==> src/rtl/imem_loader.sv <==
// imem_loader: boot-time byte-stream loader for the instruction memory.
// Accepts a big-endian length word followed by that many big-endian
// instruction words over a valid/ready byte stream, and writes each assembled
// word to consecutive word-aligned addresses starting at BASE_ADDR.

module imem_loader #(
    parameter int          SIZE      = 128,
    parameter logic [31:0] BASE_ADDR = 32'h0
) (
    input  logic        clk,
    input  logic        reset,
    input  logic        start,
    input  logic [7:0]  in_data,
    input  logic        in_valid,
    output logic        in_ready,
    output logic        wr_en,
    output logic [31:0] wr_addr,
    output logic [31:0] wr_data,
    output logic        busy,
    output logic        done,
    output logic        error,
    output logic [31:0] word_count
);

    // State encoding
    localparam logic [2:0] ST_IDLE  = 3'd0;
    localparam logic [2:0] ST_LEN   = 3'd1;
    localparam logic [2:0] ST_DATA  = 3'd2;
    localparam logic [2:0] ST_WRITE = 3'd3;
    localparam logic [2:0] ST_DONE  = 3'd4;
    localparam logic [2:0] ST_ERR   = 3'd5;

    localparam logic [31:0] SIZE_W = 32'(SIZE);

    // Shift one stream byte into the low end of a big-endian accumulator.
    function automatic logic [31:0] shift_in(input logic [31:0] acc, input logic [7:0] b);
        return {acc[23:0], b};
    endfunction

    // Byte address of word number idx relative to the load base.
    function automatic logic [31:0] word_addr(input logic [31:0] base, input logic [31:0] idx);
        return base + {idx[29:0], 2'b00};
    endfunction

    // States in which a session is considered in progress.
    function automatic logic is_busy(input logic [2:0] st);
        logic r;
        case (st)
            ST_LEN, ST_DATA, ST_WRITE: r = 1'b1;
            default:                   r = 1'b0;
        endcase
        return r;
    endfunction

    // Registered state
    logic [2:0]  state_r;
    logic [31:0] len_r;
    logic [31:0] shift_r;
    logic [1:0]  byte_cnt_r;
    logic [31:0] word_count_r;
    logic        wr_en_r;
    logic [31:0] wr_addr_r;
    logic [31:0] wr_data_r;
    logic        busy_r;
    logic        done_r;
    logic        error_r;

    // Next-state values
    logic [2:0]  state_s;
    logic [31:0] len_s;
    logic [31:0] shift_s;
    logic [1:0]  byte_cnt_s;
    logic [31:0] word_count_s;
    logic        wr_en_s;
    logic [31:0] wr_addr_s;
    logic [31:0] wr_data_s;
    logic        busy_s;
    logic        done_s;
    logic        error_s;
    logic        enter_len_s;
    logic        ready_s;
    logic        accept_s;
    logic [31:0] count_inc_s;

    // in_ready is a pure decode of the current state so the source sees it immediately.
    always_comb begin
        ready_s = 1'b0;
        case (state_r)
            ST_LEN, ST_DATA: ready_s = 1'b1;
            default:         ready_s = 1'b0;
        endcase
    end

    assign accept_s    = in_valid & ready_s;
    assign count_inc_s = word_count_r + 32'd1;

    // Next-state and datapath update for the load session sequencer.
    always_comb begin
        state_s      = state_r;
        len_s        = len_r;
        shift_s      = shift_r;
        byte_cnt_s   = byte_cnt_r;
        word_count_s = word_count_r;
        wr_en_s      = 1'b0;
        wr_addr_s    = wr_addr_r;
        wr_data_s    = wr_data_r;
        enter_len_s  = 1'b0;

        case (state_r)
            ST_IDLE, ST_DONE, ST_ERR: begin
                if (start) begin
                    enter_len_s = 1'b1;
                end else begin
                    state_s = state_r;
                end
            end
            ST_LEN: begin
                if (accept_s) begin
                    len_s      = shift_in(len_r, in_data);
                    byte_cnt_s = byte_cnt_r + 2'd1;
                    if (byte_cnt_r == 2'd3) begin
                        if (len_s == 32'd0) begin
                            state_s = ST_DONE;
                        end else if (len_s > SIZE_W) begin
                            state_s = ST_ERR;
                        end else begin
                            state_s = ST_DATA;
                        end
                    end else begin
                        state_s = ST_LEN;
                    end
                end else begin
                    state_s = ST_LEN;
                end
            end
            ST_DATA: begin
                if (accept_s) begin
                    shift_s    = shift_in(shift_r, in_data);
                    byte_cnt_s = byte_cnt_r + 2'd1;
                    if (byte_cnt_r == 2'd3) begin
                        // Launch the write strobe together with entry to WRITE.
                        state_s   = ST_WRITE;
                        wr_en_s   = 1'b1;
                        wr_data_s = shift_s;
                        wr_addr_s = word_addr(BASE_ADDR, word_count_r);
                    end else begin
                        state_s = ST_DATA;
                    end
                end else begin
                    state_s = ST_DATA;
                end
            end
            ST_WRITE: begin
                word_count_s = count_inc_s;
                if (count_inc_s == len_r) begin
                    state_s = ST_DONE;
                end else begin
                    state_s = ST_DATA;
                end
            end
            default: begin
                state_s = ST_IDLE;
            end
        endcase

        // A new session always starts from a clean slate.
        if (enter_len_s) begin
            state_s      = ST_LEN;
            len_s        = 32'd0;
            shift_s      = 32'd0;
            byte_cnt_s   = 2'd0;
            word_count_s = 32'd0;
        end else begin
            byte_cnt_s = byte_cnt_s;
        end

        busy_s  = is_busy(state_s);
        done_s  = (state_s == ST_DONE);
        error_s = (state_s == ST_ERR);
    end

    // State and output registers with synchronous active-low reset.
    always_ff @(posedge clk) begin
        if (!reset) begin
            state_r      <= ST_IDLE;
            len_r        <= 32'd0;
            shift_r      <= 32'd0;
            byte_cnt_r   <= 2'd0;
            word_count_r <= 32'd0;
            wr_en_r      <= 1'b0;
            wr_addr_r    <= 32'd0;
            wr_data_r    <= 32'd0;
            busy_r       <= 1'b0;
            done_r       <= 1'b0;
            error_r      <= 1'b0;
        end else begin
            state_r      <= state_s;
            len_r        <= len_s;
            shift_r      <= shift_s;
            byte_cnt_r   <= byte_cnt_s;
            word_count_r <= word_count_s;
            wr_en_r      <= wr_en_s;
            wr_addr_r    <= wr_addr_s;
            wr_data_r    <= wr_data_s;
            busy_r       <= busy_s;
            done_r       <= done_s;
            error_r      <= error_s;
        end
    end

    assign in_ready   = ready_s;
    assign wr_en      = wr_en_r;
    assign wr_addr    = wr_addr_r;
    assign wr_data    = wr_data_r;
    assign busy       = busy_r;
    assign done       = done_r;
    assign error      = error_r;
    assign word_count = word_count_r;

    imem_loader_checker u_checker (
        .clk      (clk),
        .reset    (reset),
        .in_ready (ready_s),
        .wr_en    (wr_en_r),
        .wr_addr  (wr_addr_r),
        .busy     (busy_r),
        .done     (done_r),
        .error    (error_r)
    );

endmodule

// Protocol invariants of the loader outputs.
module imem_loader_checker (
    input logic        clk,
    input logic        reset,
    input logic        in_ready,
    input logic        wr_en,
    input logic [31:0] wr_addr,
    input logic        busy,
    input logic        done,
    input logic        error
);

    // A write cycle never accepts a byte.
    a_write_blocks_input: assert property (@(posedge clk) disable iff (!reset) wr_en |-> !in_ready)
        else $error("imem_loader: in_ready high during write");

    // Write addresses are always word aligned.
    a_addr_aligned: assert property (@(posedge clk) disable iff (!reset) wr_en |-> (wr_addr[1:0] == 2'b00))
        else $error("imem_loader: unaligned write address");

    // Terminal flags are exclusive and imply the session has ended.
    a_flags_exclusive: assert property (@(posedge clk) disable iff (!reset) !(done && error))
        else $error("imem_loader: done and error both set");

    a_flags_not_busy: assert property (@(posedge clk) disable iff (!reset) (done || error) |-> !busy)
        else $error("imem_loader: busy with terminal flag set");

endmodule

==> config.mk <==
export PLATFORM = sky130hd
export DESIGN_NAME = imem_loader
export DESIGN_NICKNAME = d
export VERILOG_FILES = /design/src/rtl/imem_loader.sv
export SDC_FILE = /design/constraint.sdc
export NUM_CORES = 1
export LEC_CHECK = 0
export CORE_UTILIZATION = 55
export CTS_CLUSTER_DIAMETER = 60
export DETAILED_ROUTE_END_ITERATION = 10
export DONT_BUFFER_PORTS = 1
export GPL_ROUTABILITY_DRIVEN = 0
export PLACE_DENSITY = 0.68
export SYNTH_ARGS = -nofsm -noshare
export SYNTH_HDL_FRONTEND = slang
export SYNTH_SLANG_ARGS = --single-unit
export TNS_END_PERCENT = 5
==> constraint.sdc <==
create_clock -name clk -period 5.3 [get_ports clk]
set_input_delay 1.325 -clock clk [delete_from_list [all_inputs] [get_ports clk]]
set_output_delay 1.325 -clock clk [all_outputs]
set_load 0.1 [all_outputs]
Word-level counts from Yosys, hierarchy flattened
Index checks and enable logic that the tools add are counted.
{"block": "classes", "muxes": 14, "reduce_logical": 11, "eq_ne": 12, "n_lt_le_gt_ge": 1, "add_sub_neg": 2, "bitwise": 2}
{"operator": "$add 32x1->32 const B", "count": 1}
{"operator": "$eq 32x32->1", "count": 1}
{"operator": "$gt 32x8->1 const B", "count": 1}
{"operator": "$logic_not 32->1", "count": 1}
{"operator": "$mux 3", "count": 7}
{"operator": "$eq 3x2->1 const B", "count": 4}
{"operator": "$eq 3x3->1 const B", "count": 4}
{"operator": "$pmux 3 s4", "count": 1}
{"operator": "$eq 3x1->1 const B", "count": 2}
{"operator": "$mux 1", "count": 6}
{"operator": "$reduce_and 2->1", "count": 3}
{"operator": "$reduce_and 3->1", "count": 2}
{"operator": "$reduce_or 3->1", "count": 2}
{"operator": "$reduce_or 2->1", "count": 2}
{"operator": "$logic_not 3->1", "count": 1}
{"operator": "$add 2x1->2 const B", "count": 1}
{"operator": "$eq 2x2->1 const B", "count": 1}
{"operator": "$and 1x1->1", "count": 1}
{"operator": "$not 1->1", "count": 1}
{"block": "totals", "elab_cells": 53, "in_bits": 12, "reg_bits": 159}

Logic depth before layout (Yosys ltp)
Gate-level depths: netlist (run 1).
{"block": "logic_depth", "ltp_word": 10, "ltp_mapped": 9}

Worst setup path before layout (run 1)
OpenSTA, ideal clock, no wires.
{"block": "synth_timing", "path_type": "register to register", "from": "reg word_count_r[0] (netlist: word_count[0])", "to": "reg done_r (netlist: done)", "stages_incl_launch_ff": 10, "n_path_buf": 0, "required_ps": 5233, "period_less_slack_ps": 3514, "setup_slack_ps": 1786, "t_arrival_ps": 3447, "cell_sequence": "dfxtp_1 ha_1 nand3_2 or4_1 a2111o_1 and2_1 o21ai_1 nand3_1 or4b_4 o21ai_2"}
{"block": "synth_between", "elab_chain_len": 6}
{"item": "from (decl)", "line_no": "60", "source": "logic [31:0] word_count_r;"}
{"item": "from (signal assigned)", "line_no": "201", "source": "word_count_r <= word_count_s;"}
{"item": "$add 32x1->32", "line_no": "95", "source": "assign count_inc_s = word_count_r + 32'd1;"}
{"item": "$eq 32x32->1", "line_no": "155", "source": "if (count_inc_s == len_r) begin"}
{"item": "$mux 3", "line_no": "155"}
{"item": "$pmux 3 s4", "line_no": "109", "source": "case (state_r)"}
{"item": "$mux 3", "line_no": "167", "source": "if (enter_len_s) begin"}
{"item": "$eq 3x3->1", "line_no": "178", "source": "done_s = (state_s == ST_DONE);"}
{"item": "to (signal assigned)", "line_no": "206", "source": "done_r <= done_s;"}
{"item": "to (decl)", "line_no": "65", "source": "logic done_r;"}
No other way between the ends.
A chain may end at the register's enable or synchronous reset.

Worst setup path in the final report (run 1)
{"block": "layout_timing", "from": "reg word_count_r[0] (netlist: word_count[0])", "to": "reg busy_r (netlist: busy)"}
{"block": "layout_between", "elab_chain_len": 8}
{"item": "$add 32x1->32 *", "line_no": "95"}
{"item": "$eq 32x32->1 *", "line_no": "155"}
{"item": "$mux 3 *", "line_no": "155"}
{"item": "$pmux 3 s4 *", "line_no": "109"}
{"item": "$mux 3 *", "line_no": "167"}
{"item": "$eq 3x1->1 / $eq 3x2->1 (equally long branches)", "line_no": "48", "source": "case (st)"}
{"item": "$reduce_or 3->1 *", "line_no": "48"}
{"item": "$mux 1 *", "line_no": "48"}
{"item": "to (signal assigned)", "line_no": "205", "source": "busy_r <= busy_s;"}
{"item": "to (decl)", "line_no": "64", "source": "logic busy_r;"}
Every way passes the cells marked *; elsewhere a longest branch is shown, timed or not.

==> results of run 1 <==
==> layout by cell type (no fill, tap or decap), types with 2 or more instances in the layout <==
| cell | count |
|---|---|
| nand2_1 | 270 |
| dfxtp_1 | 159 |
| a21oi_1 | 126 |
| nor2_1 | 63 |
| xnor2_1 | 46 |
| buf_4 | 32 |
| xor2_1 | 31 |
| nand3_1 | 20 |
| clkbuf_16 | 17 |
| nor3_1 | 15 |
| nand4_1 | 13 |
| nor4_1 | 12 |
| o21ai_0 | 8 |
| inv_6 | 6 |
| nor3b_1 | 5 |
| nand2b_1 | 5 |
| inv_1 | 5 |
| nor2b_1 | 5 |
| and4_1 | 5 |
| a31oi_1 | 4 |
| nor4b_1 | 4 |
| or3_1 | 4 |
| and2_1 | 4 |
| nand3_2 | 3 |
| or4_1 | 3 |
| o22ai_1 | 3 |
| clkinvlp_4 | 3 |
| nand3b_1 | 2 |
| o21a_1 | 2 |
| o211ai_1 | 2 |
| mux2i_1 | 2 |
| nand4_2 | 2 |
| or2_2 | 2 |
| nor4_4 | 2 |
| ha_1 | 2 |
| conb_1 | 2 |
==> power by group <==
| group | internal, uW | switching (uW) |
|---|---|---|
| Clock | 666 | 506 |
| Sequential | 1200 | 10.2 |
| Combinational | 13.5 | 51.5 |
==> final timing paths <==
path                       from  depth (start not counted)  slack [ns]           to
setup reg to reg  word_count[0]                          8        1.85         busy
setup / recovery  word_count[0]                          8        1.85         busy
hold reg to reg     shift_r[20]                          2        0.46  shift_r[20]
hold / removal      shift_r[20]                          2        0.46  shift_r[20]
==> sequential cells by signal, summed over array words and instances (netlist names), 2 cells and up <==
register	flops
shift_r	24
state_r	3
wr_addr	30
word_count	32
byte_cnt_r	2
wr_data	32
len_r	32
==> per-layer routing <==
metal / wire length [um] / part of all wire [%] / vias up / GRT usage, %
met4: 288 / 1.7 / 0 / 11.03
li1: - / - / 3069 / -
met2: 8398 / 48 / 234 / 43.75
met5: 0 / 0 / - / 0
met3: 1200 / 6.9 / 25 / 5.708
met1: 7445 / 43 / 2950 / 33.44
==> Yosys cell counts, drive strengths merged, types with 2 or more instances <==
cell type	number	area share [%]
nand4	16	1.8
o211ai	2	0.21
ha	2	0.35
nor2	64	3.3
a21oi	126	8.8
inv	6	0.31
nand2	271	14
clkbuf	49	2.6
o21a	2	0.21
nor3b	5	0.52
nor4	15	1.8
nand3b	2	0.21
or4b	2	0.33
nor4b	4	0.49
dfxtp	159	44
nor2b	5	0.43
or4	3	0.31
xnor2	46	5.6
nand2b	5	0.43
or3	4	0.35
buf	23	1.9
nor3	15	1.0
a31oi	4	0.35
and2	4	0.35
and3	2	0.17
o21ai	11	0.82
o22ai	3	0.26
and4	5	0.61
mux2i	2	0.28
xor2	31	3.8
or2	2	0.17
nand3	23	1.8
==> logic make-up (layout without fill, tap and decap cells) <==
| kind of cell | Yosys count | after routing | synth area share [%] |
|---|---|---|---|
| AND/OR/NAND/NOR | 451 | 451 | 28.76 |
| AO/OA/AOI/OAI | 160 | 160 | 12.18 |
| flip-flops | 159 | 159 | 44.19 |
| buffers and inverters | 78 | 68 | 4.829 |
| XOR/XNOR | 77 | 77 | 9.363 |
| adder cells (fa/ha/maj) | 2 | 2 | 0.3473 |
| multiplexers | 2 | 2 | 0.2779 |
| other | 1 | 2 | 0.05206 |
==> layout make-up <==
class | count | area share (%)
clock buffers | 18 | 5.546
clock inverters | 12 | 1.580
inverters | 6 | 0.2844
multi-input cells | 694 | 46.64
flip-flops and latches | 159 | 40.20
well taps | 172 | 2.718
repair buffers | 32 | 3.034
==> worst register-to-register path, cell delays in order (launching register included) <==
cell and delay [ns]:
dfxtp_1 0.48, ha_1 0.27, nand3_2 0.23, nor4_2 0.53, nand2_1 0.23, o41ai_1 0.60, nand2_1 0.10, nor4_1 0.68
o31ai_1 0.17
==> stage by stage <==
stage	util (%)	instances	hold WS, ns	power (uW)	setup slack (ns)
after detailed placement	58.04	1063	0.4485	1300	1.840
after global placement	58.04	1063	0.4528	1299	1.904
final	62.50	1093	0.4578	2445	1.850
after CTS	62.50	1093	0.4581	2463	1.909
after global routing	62.50	1093	0.4706	2525	1.694
after floorplan	-	931	0.4322	1289	1.786
==> results by group, run 1 <==
Outcome
  – Outcome: completed

Logic synthesis
  – Syn. warnings: 0
  – Async set-reset flop share out of synthesis: 0%
  – Predominant post-synthesis flop cell: dfxtp_1
  – Register area share after synthesis: 44.19%
  – Synth Register Bits: 159
  – Post-synth EDFFs: 0
  – Number of cells produced by synthesis: 930
  – Post-synth cell types: 59
  – Syn Std Cell Area: 7203 um^2
  – Synth Area per Inst: 7.745 um^2

Flow run
  – Max cap viols: 0

Global routing
  – Initial antenna violation count: 0
  – GRT Residual Overflow: 0
  – Total Routing Usage GR: 26.46%
  – Wire length of the first global-routing pass: 27.83 mm
  – Vias in the first global route: 5826
  – Largest net degree at the start of global routing: 66

Drt
  – Vias per cell: 5.744
  – Post-route antenna net violation count: 0
  – TritonRoute pass-1 iters: 5
  – Via Count: 6278
  – Residual DRC: 0
  – DR WL/cell: 15.86 um
  – Drt total wl: 17.33 mm
  – Drt first-iter violations: 422

CTS
  – Post-CTS Setup Bufs: 0
  – Worst-path clk slew: 0.06 ns
  – Clk sinks: 159
  – Hold-fix buffers, CTS: 0
  – Clock Path Buffers: 2
  – Clock Latency Late Sink: 0.42 ns
  – TritonCTS clock tree: done
  – Post_cts resized: 0
  – Max H-tree Level: 4
  – Root Buffer: clkbuf_16
  – Total CTS buffers: 17

Final layout
  – Area of the multi-input gates: 3694 um^2
  – Antenna cells: 0
  – Layout Nets: 924
  – Area Overhead vs Synth: 9.936%
  – Post-route cell area: 7919 um^2
  – Fill cell count: 1149
  – Share of layout cells above drive strength 1: 9.121%
  – FF/Latch Area: 3183 um^2

Die
  – Die Width: 116.4 um
  – Initial Utilization: 56.85%
  – Rows: 41
  – Core area: 12670 um^2
  – Die ar.: 13560 um^2
  – DIE HEIGHT: 116.4 um
  – Top Ports: 113

Place
  – PortBufs: 0
  – Dpl hpwl: 12.25 mm
  – Placed Area: 7355 um^2

Worst setup path
  – Setup crit start kind: flop
  – CP cell instances: ha_1, nand3_2, nor4_2, nand2_1, o41ai_1, nand2_1, nor4_1, o31ai_1
  – CP arrival: 3.72 ns
  – CP most frequent cell: nand2_1
  – Setup CP Type: flop to flop
  – Delay-heaviest family, CP: simple AND/OR/NAND/NOR gates
  – Crit path largest cell delay: 0.68 ns
  – CP Capture Type: flop
  – Critical Path Fanout Max: 10
  – Crit path buf inv count: 0
  – Crit-path slowest cell: nor4_1
  – Critical path required time: 5.58 ns

Hold path
  – Hold crit path type: flop to flop

STA
  – Highest clock rate: 289.9 MHz
  – Setup Skew: 0.008323 ns
  – Fin crit period: 3.450 ns
  – Worst-Margin Slew: 1.185 ns
  – Post-route clock period utilization: 65.09%
  – Final Hold Fails: 0
  – Final setup viols: 0
  – Setup TNS Final: 0 ns
  – Slew Viols, Final: 0
  – Max-slew headroom: 20.73%
  – RSZ-0062 raised after global routing: false

Pwr
  – Power per cell area: 308.8 nW/um^2
  – Peak supply drop: 0.0002146 V
  – LEAKAGE: 0.002689 uW
Note: power is estimated with default switching activity, not from simulation.
==> run 2: changes to the inputs <==
==> constraint.sdc (replaced) <==
create_clock -name clk -period 3.4 [get_ports clk]
set_input_delay 0.85 -clock clk [delete_from_list [all_inputs] [get_ports clk]]
set_output_delay 0.85 -clock clk [all_outputs]
set_load 0.1 [all_outputs]
==> run 2 against run 1 <==
Against the previous run: power rose by 54%; sequential share of layout area fell by 0.51 points; maximum frequency rose by 7.8%; sequential power is 55% higher; clock skew is 0.00089 ns higher; routed wire length is 3.5% higher; combinational power up 65%; first-iteration DRC count up 1.4%; via count is 0.35% higher; clock-buffer cell count is 2 higher; global-route usage grew 1.1 points; sequential cell count unchanged; critical endpoint is now state_r[1].
==> results by group, run 2 (synthesis results as in run 1) <==
Worst setup path
  – Setup crit start kind: flop
  – Critical path required time: 3.66 ns
  – CP cell instances: ha_1, nand3_2, or4_1, a2111o_1, and2_1, o21ai_1, nand2_1, nor4_1, o22ai_1
  – Crit path largest cell delay: 0.63 ns
  – Critical Path Fanout Max: 10
  – Worst R2R Start: word_count[0]
  – CP arrival: 3.47 ns
  – CP Capture Type: flop
  – Setup CP Type: flop to flop
  – Critical Path Source: word_count[0]
  – Crit-path slowest cell: or4_1

Place
  – Placed cell count: 1076
  – PortBufs: 0
  – Dpl hpwl: 12.84 mm

Final layout
  – Area Overhead vs Synth: 11.45%
  – Antenna cells: 0
  – Most frequent cells in the layout: 270 x nand2_1, 157 x dfxtp_1, 126 x a21oi_1, 63 x nor2_1, 46 x xnor2_1
  – Fin util: 63.36%
  – Share of layout cells above drive strength 1: 10.58%
  – Layout Nets: 937
  – Non-Filler Instances: 1108
  – Commonest non-fill, non-tap cell in the layout: nand2_1

Die
  – Initial Utilization: 56.85%
  – Die Width: 116.4 um
  – DIE HEIGHT: 116.4 um
  – Core area: 12670 um^2
  – Top Ports: 113
  – Rows: 41
  – Die ar.: 13560 um^2

Global routing
  – Wire length of the first global-routing pass: 28.87 mm
  – Total Routing Usage GR: 27.58%
  – Initial antenna violation count: 0
  – Largest net degree at the start of global routing: 66
  – Vias in the first global route: 5903
  – GRT Residual Overflow: 0

STA
  – Post-route clock period utilization: 94.13%
  – Setup Skew: 0.009214 ns
  – Setup TNS Final: 0 ns
  – Highest clock rate: 312.5 MHz
  – Worst-Margin Slew: 1.107 ns
  – Max-slew headroom: 26.09%
  – RSZ-0062 raised after global routing: false
  – Slew Viols, Final: 0
  – Fin crit period: 3.200 ns
  – Final setup viols: 0
  – Final Hold Fails: 0

Drt
  – Drt total wl: 17.94 mm
  – Post-route antenna net violation count: 0
  – Residual DRC: 0
  – Via Count: 6300
  – TritonRoute pass-1 iters: 5
  – Drt first-iter violations: 428
  – DR WL/cell: 16.19 um
  – Vias per cell: 5.686

Flow run
  – Max cap viols: 0

Hold path
  – Hold Path Origin: shift_r[17]
  – Hold crit path type: flop to flop

CTS
  – Post_cts resized: 0
  – Clock Latency Late Sink: 0.43 ns
  – Root Buffer: clkbuf_16
  – Worst-path clk slew: 0.06 ns
  – Max H-tree Level: 4
  – Hold-fix buffers, CTS: 0
  – Post-CTS Setup Bufs: 0
  – Total CTS buffers: 17
  – Clk sinks: 159
  – Clock Path Buffers: 2
  – TritonCTS clock tree: done

Pwr
  – LEAKAGE: 0.002754 uW
  – Peak supply drop: 0.0003064 V
  – Power per cell area: 469.4 nW/um^2
  – Overall power: 3768 uW

Outcome
  – Outcome: completed
## run 2: metrics by stage
stage               area, um^2  setup WS (ns)  hold WS, ns
floorplan                 7209        0.03226       0.4322
global placement          7480         0.4578       0.4479
detailed placement        7480         0.2475       0.4517
CTS                       8028         0.2551       0.4593
global route              8028         0.1068       0.4814
finish                    8028         0.1995       0.4576
## run 2: worst paths after layout
check                     end  depth (start not counted)  slack (ns)
hold / removal    shift_r[17]                          2        0.46
setup reg to reg   state_r[1]                          9        0.20
hold reg to reg   shift_r[17]                          2        0.46
setup / recovery   state_r[1]                          9        0.20
## run 2: final cells by class
cell class,instances,area (um^2)
Fill cell,1137,4643
Clock inverter,12,101.3
Inverter,6,22.52
Timing Repair Buffer,45,362.8
Multi-Input combinational cell,694,3694
Sequential cell,159,3186
Clock buffer,20,446.7
Tap cell,172,215.2
## run 2: where the power goes
group          switching [uW]  total (uW)  internal (uW)
combinational            83.2         107           23.8
clock                     806        1780            971
sequential               16.7        1880           1870
## run 2: critical path: cells and delay by family (launching register included)
| kind | cells | cell delay [ns] |
|---|---|---|
| AOI/OAI and AO/OA | 3 | 0.68 |
| adders and majority gates | 1 | 0.26 |
| DFF | 1 | 0.41 |
| and+or+nand+nor | 5 | 1.67 |
## run 2: metal layers
layer | share of wire [%] | vias up | track usage [%]
li1 | - | 3085 | -
met1 | 44 | 2953 | 34.79
met2 | 46 | 224 | 43.47
met3 | 7.9 | 38 | 8.563
met4 | 2.3 | 0 | 11.88
met5 | 0 | - | 0
